===== config.mk =====
export PLATFORM = sky130hd
export DESIGN_NAME = mant_div_iter_flat
export DESIGN_NICKNAME = d
export VERILOG_FILES = /design/src/rtl/mant_div_iter_if.sv /design/src/rtl/mant_div_iter.sv /design/src/flat_wrapper.sv
export SDC_FILE = /design/constraint.sdc
export NUM_CORES = 1
export LEC_CHECK = 0
export CAP_MARGIN = 25
export CORE_MARGIN = 2
export CORE_UTILIZATION = 57
export DETAILED_ROUTE_END_ITERATION = 8
export GPL_TIMING_DRIVEN = 1
export HOLD_SLACK_MARGIN = 0.05
export PLACE_DENSITY_LB_ADDON = 0.1
export SLEW_MARGIN = 15
export SYNTH_ARGS = -nofsm -noshare
export SYNTH_HDL_FRONTEND = slang
export SYNTH_SLANG_ARGS = --single-unit

===== constraint.sdc =====
create_clock -name clk -period 4.44 [get_ports clk]
set_clock_uncertainty 0.2 [all_clocks]
set_input_delay 0.666 -clock clk [delete_from_list [all_inputs] [get_ports clk]]
set_output_delay 0.666 -clock clk [all_outputs]
set_load 0.03 [all_outputs]

===== src/rtl/mant_div_iter_if.sv =====
// Start/done handshake and operand/result bundle for the iterative mantissa divider.
interface mant_div_iter_if #(
  parameter int WID = 26
);
  logic           start;
  logic [WID-1:0] num;
  logic [WID-1:0] den;
  logic           busy;
  logic           done;
  logic [WID-1:0] quot;
  logic           sticky;
  logic           err;

  modport master (
    output start, num, den,
    input  busy, done, quot, sticky, err
  );

  modport slave (
    input  start, num, den,
    output busy, done, quot, sticky, err
  );
endinterface


===== src/rtl/mant_div_iter.sv =====
// Iterative restoring fraction divider: quot = floor(num*2^WID/den), sticky = remainder != 0.
// Define MANT_DIV_RADIX4_EN to retire two quotient bits per clock instead of one.
//
// state | meaning
// IDLE  | waiting for start
// ERR   | invalid operands accepted; error result loads on the next edge
// RUN   | restoring iterations, cnt counts down to the last one
// DONE  | one-cycle result strobe; a new start is accepted here too
module mant_div_iter #(
  parameter int WID = 26,
  parameter int CW  = 5
) (
  input  logic          clk,
  input  logic          rst,
  mant_div_iter_if.slave dv
);

  if ((1 << CW) < WID) begin : g_cw_chk
    $error("mant_div_iter: CW too small for WID");
  end

`ifdef MANT_DIV_RADIX4_EN
  if ((WID % 2) != 0) begin : g_even_chk
    $error("mant_div_iter: radix-4 needs an even WID");
  end
  localparam logic [CW-1:0] CNT_INIT = CW'(WID / 2 - 1);
`else
  localparam logic [CW-1:0] CNT_INIT = CW'(WID - 1);
`endif

  typedef enum logic [1:0] {
    IDLE = 2'd0,
    ERR  = 2'd1,
    RUN  = 2'd2,
    DONE = 2'd3
  } state_t;

  state_t         state, state_nxt;
  logic [WID:0]   rem, rem_nxt;
  logic [WID-1:0] dreg, dreg_nxt;
  logic [WID-1:0] q, q_nxt;
  logic [CW-1:0]  cnt, cnt_nxt;
  logic [WID-1:0] quot, quot_nxt;
  logic           sticky, sticky_nxt;
  logic           err, err_nxt;

  logic [WID:0]   r1, rem1, rem_step;
  logic [WID-1:0] q1, q_step;
  logic           ge1;
  logic           bad_op;

`ifdef MANT_DIV_RADIX4_EN
  logic [WID:0]   r2, rem2;
  logic [WID-1:0] q2;
  logic           ge2;
`endif

  // One restoring step: rem stays below dreg, so the shifted value fits in WID+1 bits.
  always_comb begin
    r1   = rem << 1;
    ge1  = (r1 >= {1'b0, dreg});
    rem1 = ge1 ? (r1 - {1'b0, dreg}) : r1;
    q1   = (q << 1) | {{(WID-1){1'b0}}, ge1};
`ifdef MANT_DIV_RADIX4_EN
    r2       = rem1 << 1;
    ge2      = (r2 >= {1'b0, dreg});
    rem2     = ge2 ? (r2 - {1'b0, dreg}) : r2;
    q2       = (q1 << 1) | {{(WID-1){1'b0}}, ge2};
    rem_step = rem2;
    q_step   = q2;
`else
    rem_step = rem1;
    q_step   = q1;
`endif
  end

  assign bad_op = (dv.den == '0) || (dv.num >= dv.den);

  always_comb begin
    state_nxt  = state;
    rem_nxt    = rem;
    dreg_nxt   = dreg;
    q_nxt      = q;
    cnt_nxt    = cnt;
    quot_nxt   = quot;
    sticky_nxt = sticky;
    err_nxt    = err;
    case (state)
      IDLE, DONE: begin
        if (dv.start) begin
          rem_nxt   = {1'b0, dv.num};
          dreg_nxt  = dv.den;
          q_nxt     = '0;
          cnt_nxt   = CNT_INIT;
          state_nxt = bad_op ? ERR : RUN;
        end else if (state == DONE) begin
          state_nxt = IDLE;
        end
      end
      ERR: begin
        quot_nxt   = '1;
        sticky_nxt = 1'b1;
        err_nxt    = 1'b1;
        state_nxt  = DONE;
      end
      RUN: begin
        rem_nxt = rem_step;
        q_nxt   = q_step;
        if (cnt == '0) begin
          quot_nxt   = q_step;
          sticky_nxt = (rem_step != '0);
          err_nxt    = 1'b0;
          state_nxt  = DONE;
        end else begin
          cnt_nxt = cnt - CW'(1);
        end
      end
      default: state_nxt = IDLE;
    endcase
  end

  always_ff @(posedge clk or posedge rst) begin
    if (rst) begin
      state  <= IDLE;
      rem    <= '0;
      dreg   <= '0;
      q      <= '0;
      cnt    <= '0;
      quot   <= '0;
      sticky <= 1'b0;
      err    <= 1'b0;
    end else begin
      state  <= state_nxt;
      rem    <= rem_nxt;
      dreg   <= dreg_nxt;
      q      <= q_nxt;
      cnt    <= cnt_nxt;
      quot   <= quot_nxt;
      sticky <= sticky_nxt;
      err    <= err_nxt;
    end
  end

  assign dv.busy   = (state == RUN);
  assign dv.done   = (state == DONE);
  assign dv.quot   = quot;
  assign dv.sticky = sticky;
  assign dv.err    = err;

endmodule

===== src/flat_wrapper.sv =====
// flat-port wrapper written by rule: the top's interface ports become plain ports
module mant_div_iter_flat 
#(
  parameter int WID = 26,
  parameter int CW  = 5
)
  (clk, rst, dv_start, dv_num, dv_den, dv_busy, dv_done, dv_quot, dv_sticky, dv_err);
  mant_div_iter_if #(.WID(WID)) dv_i ();
  input  logic clk;
  input  logic rst;
  input wire logic [$bits(dv_i.start)-1:0] dv_start;
  input wire logic [$bits(dv_i.num)-1:0] dv_num;
  input wire logic [$bits(dv_i.den)-1:0] dv_den;
  output wire logic [$bits(dv_i.busy)-1:0] dv_busy;
  output wire logic [$bits(dv_i.done)-1:0] dv_done;
  output wire logic [$bits(dv_i.quot)-1:0] dv_quot;
  output wire logic [$bits(dv_i.sticky)-1:0] dv_sticky;
  output wire logic [$bits(dv_i.err)-1:0] dv_err;
  assign dv_i.start = dv_start;
  assign dv_i.num = dv_num;
  assign dv_i.den = dv_den;
  assign dv_busy = dv_i.busy;
  assign dv_done = dv_i.done;
  assign dv_quot = dv_i.quot;
  assign dv_sticky = dv_i.sticky;
  assign dv_err = dv_i.err;
  mant_div_iter #(.WID(WID), .CW(CW)) u_core (.clk(clk), .rst(rst), .dv(dv_i));
endmodule

# [After elaboration in Yosys (flattened, before gate mapping)]
# Cells that the tools add are included.
[word_totals] regBits=112 word_cells=52 input_bits=55 output_inout_bits=30
[op_classes] muxes=19 reduce_logical=13 add_sub_neg=2 bitwise=1 order_cmp=2 eq_ne=7
[ops] op="$pmux 26 s2" n=2
[ops] op="$mux 26" n=2
[ops] op="$pmux 25 s2" n=1
[ops] op="$ge 27x26->1" n=1
[ops] op="$mux 27" n=1
[ops] op="$reduce_bool 27->1" n=1
[ops] op="$sub 27x26->27" n=1
[ops] op="$ge 26x26->1" n=1
[ops] op="$logic_not 26->1" n=1
[ops] op="$or 26x1->26" n=1
[ops] op="$mux 25" n=1
[ops] op="$mux 5" n=2
[ops] op="$pmux 5 s2" n=1
[ops] op="$mux 2" n=4
[ops] op="$reduce_and 2->1" n=4
[ops] op="$pmux 2 s3" n=1
[ops] op="$logic_not 5->1" n=1
[ops] op="$sub 5x1->5 const B" n=1
[ops] op="$eq 2x2->1 const B" n=2
[ops] op="$ne 2x2->1 const B" n=2
[ops] op="$pmux 1 s2" n=2
[ops] op="$reduce_bool 2->1" n=2
[ops] op="$ne 3x3->1 const B" n=1
[ops] op="$reduce_and 3->1" n=1
[ops] op="other kinds (6)" n=7

# [Depth between registers and ports, before layout]
[depth] depth_word=5 mapped_depth=14 depth_no_buf=12

# [Worst setup path after synthesis]
# OpenSTA, ideal clock, no wires.
[synth_timing] path_kind="flip-flop to flip-flop" start="register u_core.state[0]" end="register u_core.sticky (netlist: u_core.dv.sticky)" path_stages_with_launch=14 synth_period_minus_slack_ps=3623 setup_time_ps=121 t_arrival_ps=3301 path_slack_ps=817 n_path_buf=1 cell_sequence="dfrtp_1 > inv_1 > ha_1 > buf_2 > inv_2 > nor2_1 > nand2_2 > or4_1 > or4_1 > or3_1 > or4_1 > nor4_2 > a41oi_1 > o22a_1"
[synth_via] elab_chain_len=3
[synth_lines] element="start: declaration" line_no="mant_div_iter.sv:38" rtl="state_t state, state_nxt;"
[synth_lines] element="start signal: assignment" line_no="mant_div_iter.sv:133" rtl="state <= state_nxt;"
[synth_lines] element="$eq 2x2->1 (*)"
[synth_lines] element="via dv_busy" line_no="flat_wrapper.sv:14" rtl="output wire logic [$bits(dv_i.busy)-1:0] dv_busy;"
[synth_lines] element="$ne 2x1->1 (no source line) / $reduce_bool 2->1 (equally long branches)"
[synth_lines] element="$reduce_and 2->1 (no source line)"
[synth_lines] element="end signal: assignment" line_no="mant_div_iter.sv:139" rtl="sticky <= sticky_nxt;"
[synth_lines] element="end: declaration" line_no="mant_div_iter.sv:44" rtl="logic sticky, sticky_nxt;"
# Mark *: on every way through the listed nets, which the timed path passes. The rest lies on a longest branch.
# A chain may end at the register's enable or synchronous reset.

# [Final worst setup path]
[layout_timing] start="register u_core.dreg[0]" end="register u_core.sticky (netlist: u_core.dv.sticky)"
[layout_via] elab_chain_len=5
[layout_lines] element="start: declaration" line_no="mant_div_iter.sv:40" rtl="logic [WID-1:0] dreg, dreg_nxt;"
[layout_lines] element="start signal: assignment" line_no="mant_div_iter.sv:135" rtl="dreg <= dreg_nxt;"
[layout_lines] element="$sub 27x26->27 / $ge 27x26->1 (equally long branches)" line_no="mant_div_iter.sv:62, mant_div_iter.sv:61"
[layout_lines] element="$mux 27 (*)" line_no="mant_div_iter.sv:62" rtl="rem1 = ge1 ? (r1 - {1'b0, dreg}) : r1;"
[layout_lines] element="$reduce_bool 27->1 (*)" line_no="mant_div_iter.sv:111" rtl="sticky_nxt = (rem_step != '0);"
[layout_lines] element="$mux 1 (*)" line_no="mant_div_iter.sv:109" rtl="if (cnt == '0) begin"
[layout_lines] element="$pmux 1 s2 (*)" line_no="mant_div_iter.sv:88" rtl="case (state)"
# Mark *: on every way between the ends. The rest lies on a longest branch, timed or not. The select of a mux whose other input is x is not followed.

==> results.md <==
- Ports: 85
- Clock latency on the worst-skew pair: between 0.3 and 0.4 ns
- PortBufs: 84
- GP Congestion: about 1.0
- Fill cells: between 900 and 1,000
- Crit-path max cell delay: 0.55 ns
- Slew HR: about 49%
- Seq/Total Area, Yosys: between 40% and 50%
- Post-Synth Simple-Gate Area: 12.6%
- WHS Endpoint: u_core.dreg[1]
- H-tree depth: 3
- Initial Util: about three fifths
- Largest net degree at the start of global routing: 82
- Final HPWL DP: around 15,000 um
- Core ar.: around 12,000 sq um
- Post-CTS setup buffer count: 0
- Final Util: between 60% and 70%
- Post-synth EDFFs: 0
- Worst-case reg-to-reg path depth: 12
- Final worst path period share: 86.1%
- First-pass GRT wire length: around 32,000 um
- Routed len/inst: between 20 and 25 um
- Power Density: around 840 nW/um^2
- DR vias/cell: 6.35
- Share of layout cells above drive strength 1: between 4 and 5%
- Clk root buf: clkbuf_16
- FP Rows: 40
- Setup slack, reg-to-reg: around 0.6 ns
- Worst Setup End Kind: register
- Final Hold Viols: 0
- Actual slew at the worst max-slew pin: between 0.7 and 0.8 ns
- Resized Gates After CTS: 0
- Gate Count Post-Synth: just under 800
- Synthesized area: 6990 sq um
- 1st-iter DRT viols: ~570
- Inserted Diodes: 0
- CP max-delay cell: or4_1
- Main synth FF type: dfrtp_1
- Die Y: ~110 um
- RSZ-0062 raised after global routing: no
- CTS tree: built
- Status: finished clean
- Synthesized area per cell: slightly above 9 sq um
- Synth Register Bits: between 100 and 150
- Die W: between 100 and 150 um
- Worst Path Max Fanout: 5
- Max IR drop VDD: ~0.63 mV
- Adder-Cell Fraction of Synth Area: 10.3%
- Max-slew violations: 0
- Initial antenna violation count: 0
- Min-delay worst type: reg2reg
- Highest Clock Rate: 0.262 GHz
- GR Overflow Total: 0
- Hold Path Depth: 2
- Compound-Gate Fraction of Synth Area: between 20% and 30%
- CTS sink count: roughly 110
- Nets@finish: between 900 and 1,000
- Number of remaining DRC errors: 0
- Clock-pin slew on the worst setup and hold paths: about 0.080 ns
- Setup Crit Path Kind: reg2reg
- Setup TNS: 0 ns
- CP arrival: about 3.9 ns
- Post-Synth XOR/XNOR Area: under 10%
- Worst R2R Start: u_core.dreg[0]
- RR Endpoint: u_core.dv.sticky
- P&R area growth vs syn: 19.0%
- Post-synthesis cell type count: 56
- Synthesized Nets: about 900
- Largest family of logic cells by synthesized area: compound AO/OA/AOI/OAI gates
- Hold wc startpoint: u_core.dreg[1]
- Worst Setup Start Kind: register
- Register area: about 2800 sq um
- Cts hold-fix bufs: 0
- Yosys warning count: 0
- Clock buffer depth: 2
- Post-synthesis mux area share: a little over 3%
- Maxcap violations: 0
- Min Tclk post-route: roughly 3.8 ns
- Commonest non-fill, non-tap cell in the layout: dfrtp_1
- Die ar.: 13,200 sq um
- Multi-input logic area: ~3800 sq um
- Num CTS Buffers: 9
- Asr flop ratio synth: between 90% and 100%
- Leak: a little under 4 nW
- Routed WL: 20,100 um
- Total GRT Usage: between 30% and 40%
- Vias in the first global route: between 6,000 and 7,000
- Vias: between 6,000 and 7,000
- Highest-count cells in the layout ignoring fill and taps: dfrtp_1 (112), clkdlybuf4s50_1 (84), nand2_1 (78)
- Crit-path cells: inv_1, fa_1, a211oi_1, o31ai_1, o2111a_1, nor2b_1, o21ai_0, xor2_1, or4_1, nor4_2, a41oi_1, o22a_1
- ANT nets after route: 0
- Final setup viols: 0
- CP required: 4.48 ns
- Drt pass-1 iters: 5
[logic make-up (layout without fill, tap and decap cells)]
kind of cell / after synthesis / after routing
flip-flops: 112 / 112
multiplexers: 21 / 21
AO/OA/AOI/OAI: 261 / 261
adder cells (fa/ha/maj): 57 / 57
buffers and inverters: 105 / 177
AND/OR/NAND/NOR: 188 / 188
XOR/XNOR: 25 / 25
[layer usage]
| metal | share of wire (%) | global-route usage, % | up-vias |
|---|---|---|---|
| li1 | - | - | 2916 |
| met1 | 44 | 44.1 | 3077 |
| met2 | 46 | 49.4 | 231 |
| met3 | 6.6 | 5.38 | 46 |
| met4 | 3.6 | 12.7 | 0 |
| met5 | 0 | 0 | - |
[worst max-delay path, delay by kind of cell, from the launching register on]
| family | cells | cell delay (ns) |
|---|---|---|
| xor gates and xnor gates | 1 | 0.21 |
| DFF | 1 | 0.41 |
| AOI/OAI and AO/OA | 6 | 1.42 |
| buffers and inverters | 1 | 0.11 |
| adders and majority gates | 1 | 0.46 |
| and+or+nand+nor | 3 | 0.91 |
[how the worst max path moves through the flow]
stage / start / end
floorplan: rst / u_core.cnt[0]
global placement: u_core.state[0] / u_core.dv.sticky
detailed placement: u_core.dreg[0] / u_core.dv.sticky
CTS: u_core.dreg[0] / u_core.dv.sticky
global route: u_core.dreg[0] / u_core.dv.sticky
finish: u_core.dreg[0] / u_core.dv.sticky
[metrics by stage]
step,cells,setup slack (ns),hold slack [ns],instance area (sq um),power [mW]
after floorplan,769,0.615,0.250,6990,4.81
after global placement,971,0.796,0.262,7980,5.92
after detailed placement,971,0.666,0.274,7980,5.97
after CTS,987,0.648,0.291,8300,6.88
after global routing,988,0.381,0.303,8320,7.49
final,988,0.617,0.286,8320,6.97
[cells in the mapped netlist, drive strengths merged, types with 2 or more instances]
cell type / instances / area, sq um
xor2: 16 / 140
buf: 5 / 21.3
nor2b: 3 / 18.8
a21o: 27 / 203
nand2b: 4 / 25.0
nor3: 6 / 30.0
a31o: 3 / 26.3
o31ai: 2 / 15.0
and2: 2 / 12.5
and4: 3 / 26.3
clkbuf: 34 / 128
inv: 66 / 248
o22a: 26 / 228
or4: 3 / 22.5
xnor2: 9 / 78.8
o221ai: 2 / 17.5
o22ai: 3 / 18.8
a211oi: 18 / 135
nand2: 79 / 299
o21ai: 70 / 350
a21oi: 45 / 225
nand4: 10 / 62.6
a22o: 25 / 219
mux2i: 20 / 200
nor4: 14 / 93.8
ha: 56 / 701
nor2: 48 / 180
a21boi: 2 / 15.0
dfrtp: 112 / 2800
a31oi: 7 / 43.8
o211a: 5 / 50.1
a311oi: 2 / 17.5
o211ai: 7 / 52.6
or3: 3 / 18.8
nand3: 9 / 45.0
a2111oi: 2 / 17.5
o21a: 7 / 52.6
[final cells by class]
class,count,area share (%)
clock inverters,7,1.11
repair buffers,95,11.5
inverters,66,3.01
clock buffers,9,2.71
well taps,147,2.21
flip-flops and latches,112,33.7
multi-input cells,552,45.8
[power breakdown]
part           internal (mW)  switching [mW]  total (mW)  leakage, nW
logic                   1.67            2.83        4.50         2.38
clock network          0.457           0.407       0.864        0.158
registers               1.32           0.284        1.60         1.31
[state kept, by name (all words and copies together) (netlist names)]
name / count
u_core.cnt: 5
u_core.dv.quot: 26
u_core.dreg: 26
u_core.dv.sticky: 1
u_core.state: 2
u_core.dv.err: 1
u_core.q: 25
u_core.rem: 26
Power figures use the tool's default switching activity.
